==> src/rtl/filtro_banda_ctrl.sv <==
// Coefficient bank and sample sequencer for the cascaded band-pass biquads.
// The host fills a shadow bank; a commit copies it to the active bank on a sample tick.
module filtro_banda_ctrl #(
  parameter int p     = 13,
  parameter int f     = 18,
  parameter int Width = p + f + 1
) (
  input  logic                    clk,
  input  logic                    rst,
  input  logic                    wr_en,
  input  logic [3:0]              wr_addr,
  input  logic signed [Width-1:0] wr_data,
  input  logic                    commit_req,
  input  logic                    flush,
  input  logic                    sample_tick,
  output logic signed [Width-1:0] La1,
  output logic signed [Width-1:0] La2,
  output logic signed [Width-1:0] Lb0,
  output logic signed [Width-1:0] Lb1,
  output logic signed [Width-1:0] Lb2,
  output logic signed [Width-1:0] Ha1,
  output logic signed [Width-1:0] Ha2,
  output logic signed [Width-1:0] Hb0,
  output logic signed [Width-1:0] Hb1,
  output logic signed [Width-1:0] Hb2,
  output logic                    enable,
  output logic                    filt_clr,
  output logic                    pending,
  output logic                    commit_ack,
  output logic                    addr_err,
  output logic                    overrun
);

  localparam int NumCoef = 10;
  localparam logic signed [Width-1:0] Unity = Width'(1) << f;

  typedef enum logic [1:0] {StIdle, StClr, StRun} state_e;

  state_e state_q, state_d;

  logic signed [Width-1:0] shadow_q [NumCoef];
  logic signed [Width-1:0] active_q [NumCoef];

  logic pending_q, pending_d;
  logic flush_q, flush_d;
  logic commit_ack_q, addr_err_q, overrun_q;
  logic commit, wr_ok;

  assign commit = (state_q == StIdle) && sample_tick && pending_q;
  assign wr_ok  = wr_en && (wr_addr < 4'd10);

  // State register
  always_ff @(posedge clk or posedge rst) begin
    if (rst) begin
      state_q <= StIdle;
    end else begin
      state_q <= state_d;
    end
  end

  // Next-state logic
  always_comb begin
    state_d = state_q;
    unique case (state_q)
      StIdle: begin
        if (sample_tick) begin
          state_d = (commit && flush_q) ? StClr : StRun;
        end
      end
      StClr:   state_d = StRun;
      StRun:   state_d = StIdle;
      default: state_d = StIdle;
    endcase
  end

  // Output logic
  always_comb begin
    enable   = 1'b0;
    filt_clr = 1'b0;
    unique case (state_q)
      StClr:   filt_clr = 1'b1;
      StRun:   enable   = 1'b1;
      default: ;
    endcase
  end

  // A commit consumes the request; a new request in the same cycle stays pending.
  always_comb begin
    pending_d = pending_q;
    flush_d   = flush_q;
    if (commit) begin
      pending_d = 1'b0;
      flush_d   = 1'b0;
    end
    if (commit_req) begin
      pending_d = 1'b1;
      flush_d   = flush_d | flush;
    end
  end

  always_ff @(posedge clk or posedge rst) begin
    if (rst) begin
      pending_q    <= 1'b0;
      flush_q      <= 1'b0;
      commit_ack_q <= 1'b0;
      addr_err_q   <= 1'b0;
      overrun_q    <= 1'b0;
    end else begin
      pending_q    <= pending_d;
      flush_q      <= flush_d;
      commit_ack_q <= commit;
      addr_err_q   <= wr_en && !wr_ok;
      if (sample_tick && (state_q != StIdle)) begin
        overrun_q <= 1'b1;
      end
    end
  end

  // Active copies the pre-edge shadow, so a same-cycle write waits for the next commit.
  always_ff @(posedge clk or posedge rst) begin
    if (rst) begin
      for (int i = 0; i < NumCoef; i++) begin
        shadow_q[i] <= (i == 2 || i == 7) ? Unity : '0;
        active_q[i] <= (i == 2 || i == 7) ? Unity : '0;
      end
    end else begin
      for (int i = 0; i < NumCoef; i++) begin
        if (wr_ok && (wr_addr == 4'(i))) begin
          shadow_q[i] <= wr_data;
        end
        if (commit) begin
          active_q[i] <= shadow_q[i];
        end
      end
    end
  end

  assign La1 = active_q[0];
  assign La2 = active_q[1];
  assign Lb0 = active_q[2];
  assign Lb1 = active_q[3];
  assign Lb2 = active_q[4];
  assign Ha1 = active_q[5];
  assign Ha2 = active_q[6];
  assign Hb0 = active_q[7];
  assign Hb1 = active_q[8];
  assign Hb2 = active_q[9];

  assign pending    = pending_q;
  assign commit_ack = commit_ack_q;
  assign addr_err   = addr_err_q;
  assign overrun    = overrun_q;

endmodule

==> config.mk <==
export PLATFORM = sky130hd
export DESIGN_NAME = filtro_banda_ctrl
export DESIGN_NICKNAME = d
export VERILOG_FILES = /design/src/rtl/filtro_banda_ctrl.sv
export SDC_FILE = /design/constraint.sdc
export NUM_CORES = 1
export LEC_CHECK = 0
export CORE_MARGIN = 4
export CORE_UTILIZATION = 35
export DETAILED_ROUTE_END_ITERATION = 12
export DONT_BUFFER_PORTS = 1
export GPL_ROUTABILITY_DRIVEN = 1
export PLACE_DENSITY = 0.49
export SLEW_MARGIN = 10
export SYNTH_ARGS = -nofsm -noshare
export SYNTH_HDL_FRONTEND = slang
export SYNTH_SLANG_ARGS = --single-unit
export TNS_END_PERCENT = 1
==> constraint.sdc <==
create_clock -name clk -period 31.8 [get_ports clk]
set_input_delay 6.36 -clock clk [delete_from_list [all_inputs] [get_ports clk]]
set_output_delay 6.36 -clock clk [all_outputs]
set_load 0.02 [all_outputs]
==> impl_metrics.json, run 1 <==
{
  "synthMuxAreaShare_pct": 29.9,
  "status": "complete, no violations",
  "ys_top_cells_by_area": "dfrtp_1 (67%), mux2_2 (30%), buf_2 (1.0%)",
  "cts-htree-levels": 3,
  "cpMostUsedCell": "buf_4",
  "hold_viol": 0,
  "syn_area_per_cell_um2": 17.0,
  "clk_pin_slew_ns": 0.06,
  "syn_inst": 1418,
  "fin_setup_tns_ns": 0,
  "wl_met1_um": 23300,
  "cp.required_ns": 32.40,
  "drc_errors": 0,
  "highest_layer": "met4",
  "ant_nets": 0,
  "drt-vias-per-instance": 5.01,
  "cp_num_buf_inv": 4,
  "synth_seq_cells": 647,
  "die_w_um": 270,
  "clk-insertion-delay-late_ns": 0.60,
  "dieArea_um2": 73200,
  "core_area_um2": 67800,
  "dr_total_vias": 11700,
  "synth-simple-area-share_pct": 0.623,
  "setup_slack_ns": 22.90,
  "synth_flop_cell": "dfrtp_1",
  "ios": 368,
  "drt_iter0_drc": 459,
  "slew_headroom_pct": 25.7,
  "grt_usage_pct": 16.0,
  "wl_per_cell_um": 25.2,
  "clock.fmax_mhz": 112,
  "nNetsFinal": 1456,
  "power_frac_seq_pct": 56.2,
  "hold_class": "flip-flop to flip-flop",
  "overflow": 0,
  "crit_type": "primary input to asynchronous set/reset pin",
  "ir_worst_vdd_uv": 44.6,
  "worstPathCellList": "inv_8 -> buf_4 -> buf_4 -> buf_4",
  "die_h_um": 270,
  "intPower_uw": 1890,
  "cts_tree": "built",
  "synth_seq_area_share_pct": 67.2,
  "final_layout_size_suffix_gt1_share_pct": 53.1,
  "rsz0062_at_grt": "no",
  "cp_top_family": "buffers and inverters",
  "syn_area_um2": 24100,
  "dr.pass1.iters": 4,
  "pwr-share-clk_pct": 28.6,
  "numClockSinks": 647,
  "start_util_pct": 35.6,
  "antenna_found_initial": 0,
  "synth_compound_area_share_pct": 0.150,
  "switching_share_pct": 34.1,
  "drv_slew": 0,
  "arrival_ns": 9.50,
  "p_switching_uw": 976,
  "worst_slew_pin_slew_ns": 1.11,
  "pwr-share-comb_pct": 15.2,
  "synth.most_common_cell": "dfrtp_1",
  "synth_warnings": 0,
  "ys_async_sr_fraction_pct": 100,
  "largest-register": "shadow_q",
  "wl_um": 59000,
  "holdBufCountCts": 0,
  "p_leak_uw": 0.0121,
  "largest_reg_flops": 320,
  "cp_max_fo": 120,
  "drv_cap": 0,
  "grt_pass1_wl_um": 88400,
  "cellPowerDensity_nw_per_um2": 105,
  "yosys.area_share.adder_pct": 0,
  "globalplace.congestion": 0.724,
  "synth_top_cell_by_area": "dfrtp_1",
  "synth.net_count": 1460,
  "dr_wl_met3_um": 5040,
  "ys_types": 28,
  "finalCritPeriodShare_pct": 28.0,
  "first_global_vias": 12400,
  "cpMaxStageDelayCell": "buf_4",
  "setup_viol": 0,
  "fp-row-count": 95,
  "cts_setup_buffers": 0,
  "cts_root_buffer": "clkbuf_16",
  "synth_common_cells": "dfrtp_1 (643), mux2_2 (634), buf_2 (48)",
  "io_buffers": 0,
  "grt_max_degree": 179,
  "synth_top_family_by_area": "multiplexers",
  "min_period_ns": 8.90,
  "area_growth_pct": 13.0,
  "max_stage_delay_ns": 0.84,
  "cts-resized-gates": 0,
  "endpoint_kind": "asynchronous set/reset pin",
  "synth-xor-area-share_pct": 0,
  "clockBufferDepth": 3,
  "synth_edf_count": 0,
  "place_ws_ns": 22.07,
  "cp-start-kind": "primary input",
  "cts_buffers": 73,
  "dr_wl_met2_um": 29600,
  "dp_hpwl_um": 36800,
  "fin_skew_ns": 0.0271,
  "netlist.area_leader.share_pct": 66.7
}
## logic make-up (layout without fill, tap and decap cells)
logic type	count (synthesis)	in the layout
other	0	1
multiplexers	640	640
AO/OA/AOI/OAI	5	5
flip-flops	647	647
AND/OR/NAND/NOR	23	23
buffers and inverters	103	151
## worst register-to-register path, delay by kind of cell, from the launching register on
family | cells | cell delay [ns]
buffers and inverters | 3 | 2.45
AND/OR/NAND/NOR | 1 | 0.14
multiplexers | 1 | 0.52
flip-flops | 1 | 0.50
## final cells by class
type / instances / area [um2]
tap: 873 / 1090
clock buffer: 105 / 2080
timing repair buffer: 22 / 178
fill: 6279 / 40500
inverter: 2 / 16.3
clock inverter: 22 / 264
multi-input combinational: 668 / 7430
antenna: 1 / 2.50
sequential: 647 / 16200
## worst paths after layout
check,start,end,slack (ns),depth (start not counted)
worst max-delay path,rst,shadow_q[3],22.90,4
worst max register to register,pending,Hb2[24],28.08,5
worst min register to register,shadow_q[156],shadow_q[156],0.49,1
max in group clk,sample_tick,Hb2[24],22.92,5
min in group asynchronous,rst,shadow_q[85],5.73,1
worst min-delay path,shadow_q[156],shadow_q[156],0.49,1
## layer usage
layer | vias to the layer above | global-route usage (%)
met5 | - | 0
met2 | 276 | 27.1
met3 | 73 | 6.38
met4 | 0 | 4.43
li1 | 4997 | -
met1 | 6388 | 19.2
## power by group through the flow
stage	Combinational, uW	Sequential [uW]	Clock [uW]
final	435	1610	820
after floorplan	394	1500	0
after CTS	446	1620	846
after global routing	481	1650	882
after global placement	428	1630	0
after detailed placement	444	1640	0
## through the flow
step	area, um2	std cells	hold slack (ns)	utilization [%]	total power, uW
CTS	27300	2339	0.488	40.2	2920
finish	27300	2340	0.485	40.2	2860
global placement	24900	2212	0.466	36.8	2060
floorplan	24100	1418	0.454	-	1890
detailed placement	24900	2212	0.476	36.8	2080
global route	27300	2339	0.502	40.2	3010
## layout by cell type, fill, tap and decap left out, types with 2 or more instances in the layout
master | synthesis | routed
dfrtp_1 | 643 | 643
mux2_2 | 634 | 634
nor2b_1 | 3 | 2
clkbuf_1 | 2 | 21
and4b_2 | 0 | 2
mux2_1 | 6 | 6
clkinv_2 | 0 | 12
nor2_1 | 3 | 3
nand4_1 | 2 | 2
nand3b_1 | 2 | 2
dfstp_2 | 4 | 4
clkinv_8 | 0 | 4
bufinv_16 | 0 | 4
clkbuf_16 | 0 | 75
nand2_2 | 0 | 2
clkbuf_8 | 0 | 9
clkinvlp_4 | 0 | 2
nand2_1 | 4 | 2
buf_4 | 12 | 21
(Power assumes the default switching activity.)
==> inputs of run 2 (changes only) <==
clock period = 8.9 ns   (was 31.8 ns; I/O delays follow)
==> run 2 against run 1 <==
Die area unchanged. Register-to-register slack got worse by 22 ns. Non-clock buffer count unchanged. Setup slack got worse by 18 ns. Core utilization fell by 0.17 points. First-iteration DRC count shrank 0.22%. Critical path depth did not move. Sequential share of layout area up 0.25 points. Cell count down 0.51%. Count of clock-buffer cells in the layout increased by 3. Clock power grew to 3.4 times the previous value.
==> impl_metrics.json, run 2 (synthesized netlist as in run 1, its figures left out) <==
{
  "clk_pin_slew_ns": 0.05,
  "numClockSinks": 647,
  "min_period_ns": 3.78,
  "clockBufferDepth": 3,
  "drt-vias-per-instance": 5.01,
  "cp-endpoint": "Lb0[25]",
  "final_cell_count_no_fill": 2328,
  "cts_setup_buffers": 0,
  "drt_iter0_drc": 458,
  "io_buffers": 0,
  "cp-start-kind": "primary input",
  "cp.required_ns": 9.36,
  "die_w_um": 270,
  "cellPowerDensity_nw_per_um2": 372,
  "worstPathCellList": "nand3_4 -> buf_4 -> buf_4 -> mux2_2",
  "drc_errors": 0,
  "fp-row-count": 95,
  "worst_slew_pin_slew_ns": 1.23,
  "ant_nets": 0,
  "cpMostUsedCell": "buf_4",
  "grt_pass1_wl_um": 89000,
  "hold_viol": 0,
  "setup_viol": 0,
  "dp.cells": 2212,
  "dr.pass1.iters": 4,
  "rsz0062_at_grt": "no",
  "cts_buffers": 72,
  "cts-htree-levels": 3,
  "overflow": 0,
  "rr_startpoint": "pending",
  "dieArea_um2": 73200,
  "die_h_um": 270,
  "cts-resized-gates": 0,
  "crit_type": "primary input to flip-flop",
  "cpMaxStageDelayCell": "buf_4",
  "drv_cap": 0,
  "place_ws_ns": 4.50,
  "area_growth_pct": 12.6,
  "cp_num_buf_inv": 2,
  "pwr-share-clk_pct": 27.7,
  "cts_tree": "built",
  "final_cell_mix": "dfrtp_1 (643), mux2_2 (634), clkbuf_16 (75)",
  "antenna_cells": 0,
  "finalCritPeriodShare_pct": 42.5,
  "nNetsFinal": 1455,
  "fin_setup_tns_ns": 0,
  "clk-insertion-delay-late_ns": 0.58,
  "ios": 368,
  "cp_max_fo": 65,
  "whs_ns": 0.485,
  "clock.fmax_mhz": 265,
  "arrival_ns": 4.24,
  "largest-register": "shadow_q",
  "layout_commonest_cell": "dfrtp_1",
  "antenna_found_initial": 0,
  "pwr-share-comb_pct": 15.3,
  "final_layout_size_suffix_gt1_share_pct": 52.8,
  "largest_reg_flops": 320,
  "power_frac_seq_pct": 57.0,
  "worstRegToRegCells": 4,
  "dr_total_vias": 11700,
  "r2r_setup_slack_ns": 5.68,
  "grt_max_degree": 181,
  "max_stage_delay_ns": 0.79,
  "r2r_end": "Lb0[25]",
  "wl_per_cell_um": 25.2,
  "wl_um": 58700,
  "cts_root_buffer": "clkbuf_16",
  "core_area_um2": 67800,
  "start_util_pct": 35.6,
  "hold_class": "flip-flop to flip-flop",
  "p_leak_uw": 0.0121,
  "setup_slack_ns": 5.12,
  "cp_num_cells": 4,
  "dp_hpwl_um": 36800,
  "holdBufCountCts": 0,
  "drv_slew": 0,
  "fin_skew_ns": 0.0139,
  "cp-startpoint": "sample_tick",
  "cp_top_family": "buffers and inverters",
  "grt_usage_pct": 16.1,
  "fillers": 6203,
  "ir_worst_vdd_uv": 202,
  "p_switching_uw": 3440,
  "first_global_vias": 12500,
  "intPower_uw": 6660,
  "switching_share_pct": 34.0,
  "endpoint_kind": "flip-flop",
  "globalplace.congestion": 0.717,
  "slew_headroom_pct": 18.0,
  "status": "complete, no violations"
}
-- run 2: cell types whose count changed in the layout (fill, tap and decap cells not counted), sizes merged --
cell      delta
clkinvlp     -1
diode        -1
bufinv       -3
clkbuf       +3
inv          +2
clkinv      -12
-- run 2: routing by layer --
metal | track usage (%) | routed length, um | share of wire (%) | vias up
li1 | - | - | - | 4966
met1 | 19.4 | 23500 | 40 | 6338
met2 | 27.0 | 29000 | 49 | 275
met3 | 6.03 | 4580 | 7.8 | 91
met4 | 5.17 | 1680 | 2.9 | 0
met5 | 0 | 0 | 0 | -
-- run 2: final cells by class --
class                      instances  area [um2]  share of cell area, %
timing repair buffer              22         203                  0.747
sequential                       647       16200                   59.7
clock buffer                     108        2130                   7.85
tap                              873        1090                   4.02
inverter                           2        13.8                 0.0507
multi-input combinational        668        7430                   27.4
clock inverter                     8        76.3                  0.281
-- run 2: worst min-delay path by stage --
stage,startpoint,end,cells past startpoint
after floorplan,shadow_q[120],shadow_q[120],1
after global placement,shadow_q[280],shadow_q[280],1
after detailed placement,shadow_q[156],shadow_q[156],1
after CTS,shadow_q[156],shadow_q[156],1
after global routing,shadow_q[280],shadow_q[280],1
final,shadow_q[280],shadow_q[280],1
-- run 2: worst register-to-register path, delay by kind of cell (launching register included) --
family / cells / cell delay (ns)
buffers and inverters: 2 / 1.63
and+or+nand+nor: 1 / 0.51
DFF: 1 / 0.50
muxes: 1 / 0.46
-- run 2: power by group through the flow --
stage	Clock, uW	Combinational, uW	Sequential (uW)
after floorplan	0	1410	5350
after global placement	0	1530	5820
after detailed placement	0	1580	5840
after CTS	2910	1590	5790
after global routing	3030	1710	5880
final	2800	1550	5750
-- run 2: metrics by stage --
stage / util (%) / power (uW) / cell area, um2
final: 40.1 / 10100 / 27100
after global routing: 40.1 / 10600 / 27100
after CTS: 40.1 / 10300 / 27100
after detailed placement: 36.8 / 7420 / 24900
after global placement: 36.8 / 7350 / 24900
after floorplan: - / 6760 / 24100
==> inputs of run 3 (changes only) <==
PLACE_DENSITY = 0.51   (was 0.49)
clock period = 3.2 ns   (was 8.9 ns; I/O delays follow)
==> run 3 against run 2 <==
Core utilization up 0.55 points. Global-route usage about the same. Via count up 0.83%. Combinational power rose to 2.8 times the previous value. Non-clock buffer count up 19. Sequential share of layout area down 0.80 points. Hold slack worse by 0.34 ns. Largest cell class unchanged.
==> impl_metrics.json, run 3 (synthesized netlist as in run 1, its figures left out) <==
{
  "clk_pin_slew_ns": 0.06,
  "hold_depth": 1,
  "r2r_end": "La1[18]",
  "core_area_um2": 67800,
  "cp_max_fo": 33,
  "cp-start-kind": "flip-flop",
  "final_layout_size_suffix_gt1_share_pct": 53.8,
  "die_w_um": 270,
  "die_h_um": 270,
  "rr_startpoint": "state_q[0]",
  "cts-resized-gates": 0,
  "power_frac_seq_pct": 56.1,
  "r2r_setup_slack_ns": 1.18,
  "power_uw": 28500,
  "crit_type": "flip-flop to flip-flop",
  "nNetsFinal": 1473,
  "ios": 368,
  "final_cell_mix": "dfrtp_1 (643), mux2_2 (634), clkbuf_16 (73)",
  "endpoint_kind": "flip-flop",
  "cts_tree": "built",
  "clk-insertion-delay-late_ns": 0.59,
  "drc_errors": 0,
  "grt_pass1_wl_um": 88700,
  "largest-register": "shadow_q",
  "intPower_uw": 18900,
  "wl_um": 59000,
  "area_growth_pct": 14.1,
  "pwr-share-comb_pct": 15.4,
  "globalplace.congestion": 0.742,
  "grt_usage_pct": 16.1,
  "io_buffers": 0,
  "numClockSinks": 647,
  "first_global_vias": 12600,
  "dieArea_um2": 73200,
  "cts_root_buffer": "clkbuf_16",
  "drv_slew": 0,
  "overflow": 0,
  "ir_worst_vdd_uv": 608,
  "hold_class": "primary input to flip-flop",
  "antenna_cells": 0,
  "largest_reg_flops": 320,
  "setup_viol": 0,
  "slew_headroom_pct": 46.6,
  "dr_total_vias": 11800,
  "fin_area_um2": 27500,
  "p_switching_uw": 9630,
  "start_util_pct": 35.6,
  "dp_hpwl_um": 38000,
  "clockBufferDepth": 3,
  "placed_area_um2": 25200,
  "finalCritPeriodShare_pct": 63.1,
  "fin_skew_ns": 0.0232,
  "grt_max_degree": 115,
  "layout_commonest_cell": "dfrtp_1",
  "drt_iter0_drc": 372,
  "fp-row-count": 95,
  "min_to": "pending",
  "clock.fmax_mhz": 495,
  "worstRegToRegCells": 5,
  "hold_viol": 0,
  "cellPowerDensity_nw_per_um2": 1040,
  "switching_share_pct": 33.8,
  "min_period_ns": 2.02,
  "cts_buffers": 71,
  "worstHoldStart": "commit_req",
  "dr.pass1.iters": 4,
  "status": "complete, no violations",
  "ant_nets": 0,
  "cts-htree-levels": 3,
  "rsz0062_at_grt": "no",
  "worst_slew_pin_slew_ns": 0.800,
  "cp.required_ns": 3.67,
  "drv_cap": 0,
  "pwr-share-clk_pct": 28.5,
  "arrival_ns": 2.49,
  "antenna_found_initial": 0,
  "wl_per_cell_um": 25.1,
  "p_leak_uw": 0.0123,
  "drt-vias-per-instance": 5.00
}
run 3: worst max-delay path, cell delays in order (launching register included):
cell	delay, ns
dfrtp_1	0.41
nor2_1	0.23
nand3_4	0.16
inv_4	0.34
buf_12	0.27
mux2_2	0.38
run 3: per-stage QoR:
step	worst slack, ns	hold WS [ns]	utilization (%)	TNS, ns	instances
after global placement	0.957	0.466	37.2	0	2230
after floorplan	-6.28	0.454	-	-4051.47	1418
after CTS	1.12	0.0849	40.6	0	2352
after global routing	1.03	0.114	40.6	0	2352
after detailed placement	0.916	0.471	37.2	0	2230
final	1.18	0.143	40.6	0	2352
run 3: what timing repair did:
item                                   CTS  global route
hold buffers                             1             0
setup buffers                            0             0
endpoints found under the hold margin    9             0
run 3: cell type report:
class	instances	area, um2
Fill cell	6200	40200
Inverter	2	13.8
Multi-Input combinational cell	668	7430
Clock inverter	18	230
Sequential cell	647	16200
Clock buffer	103	2090
Timing Repair Buffer	41	460
Tap cell	873	1090
run 3: metal layers:
layer | part of all wire (%) | track usage (%)
met1 | 40 | 19.3
met2 | 50 | 27.1
met3 | 8.2 | 6.19
met4 | 2.1 | 4.79
met5 | 0 | 0
run 3: power groups by stage:
stage / combinational, uW / clock, uW / sequential, uW
after floorplan: 3920 / 0 / 14900
after global placement: 4290 / 0 / 16200
after detailed placement: 4450 / 0 / 16200
after CTS: 4470 / 8400 / 16100
after global routing: 4850 / 8750 / 16300
final: 4380 / 8130 / 16000
run 3: worst max path at each step:
| stage | startpoint | to | slack, ns | depth (start not counted) |
|---|---|---|---|---|
| 6_report | state_q[0] | La1[18] | 1.18 | 5 |
| 5_1_grt | state_q[0] | La1[18] | 1.03 | 5 |
| 4_1_cts | state_q[1] | enable | 1.12 | 1 |
| 3_5_place_dp | wr_addr[1] | shadow_q[141] | 0.92 | 4 |
| 3_3_place_gp | wr_addr[1] | shadow_q[9] | 0.96 | 4 |
| 2_1_floorplan | rst | Ha1[0] | -6.28 | 1 |
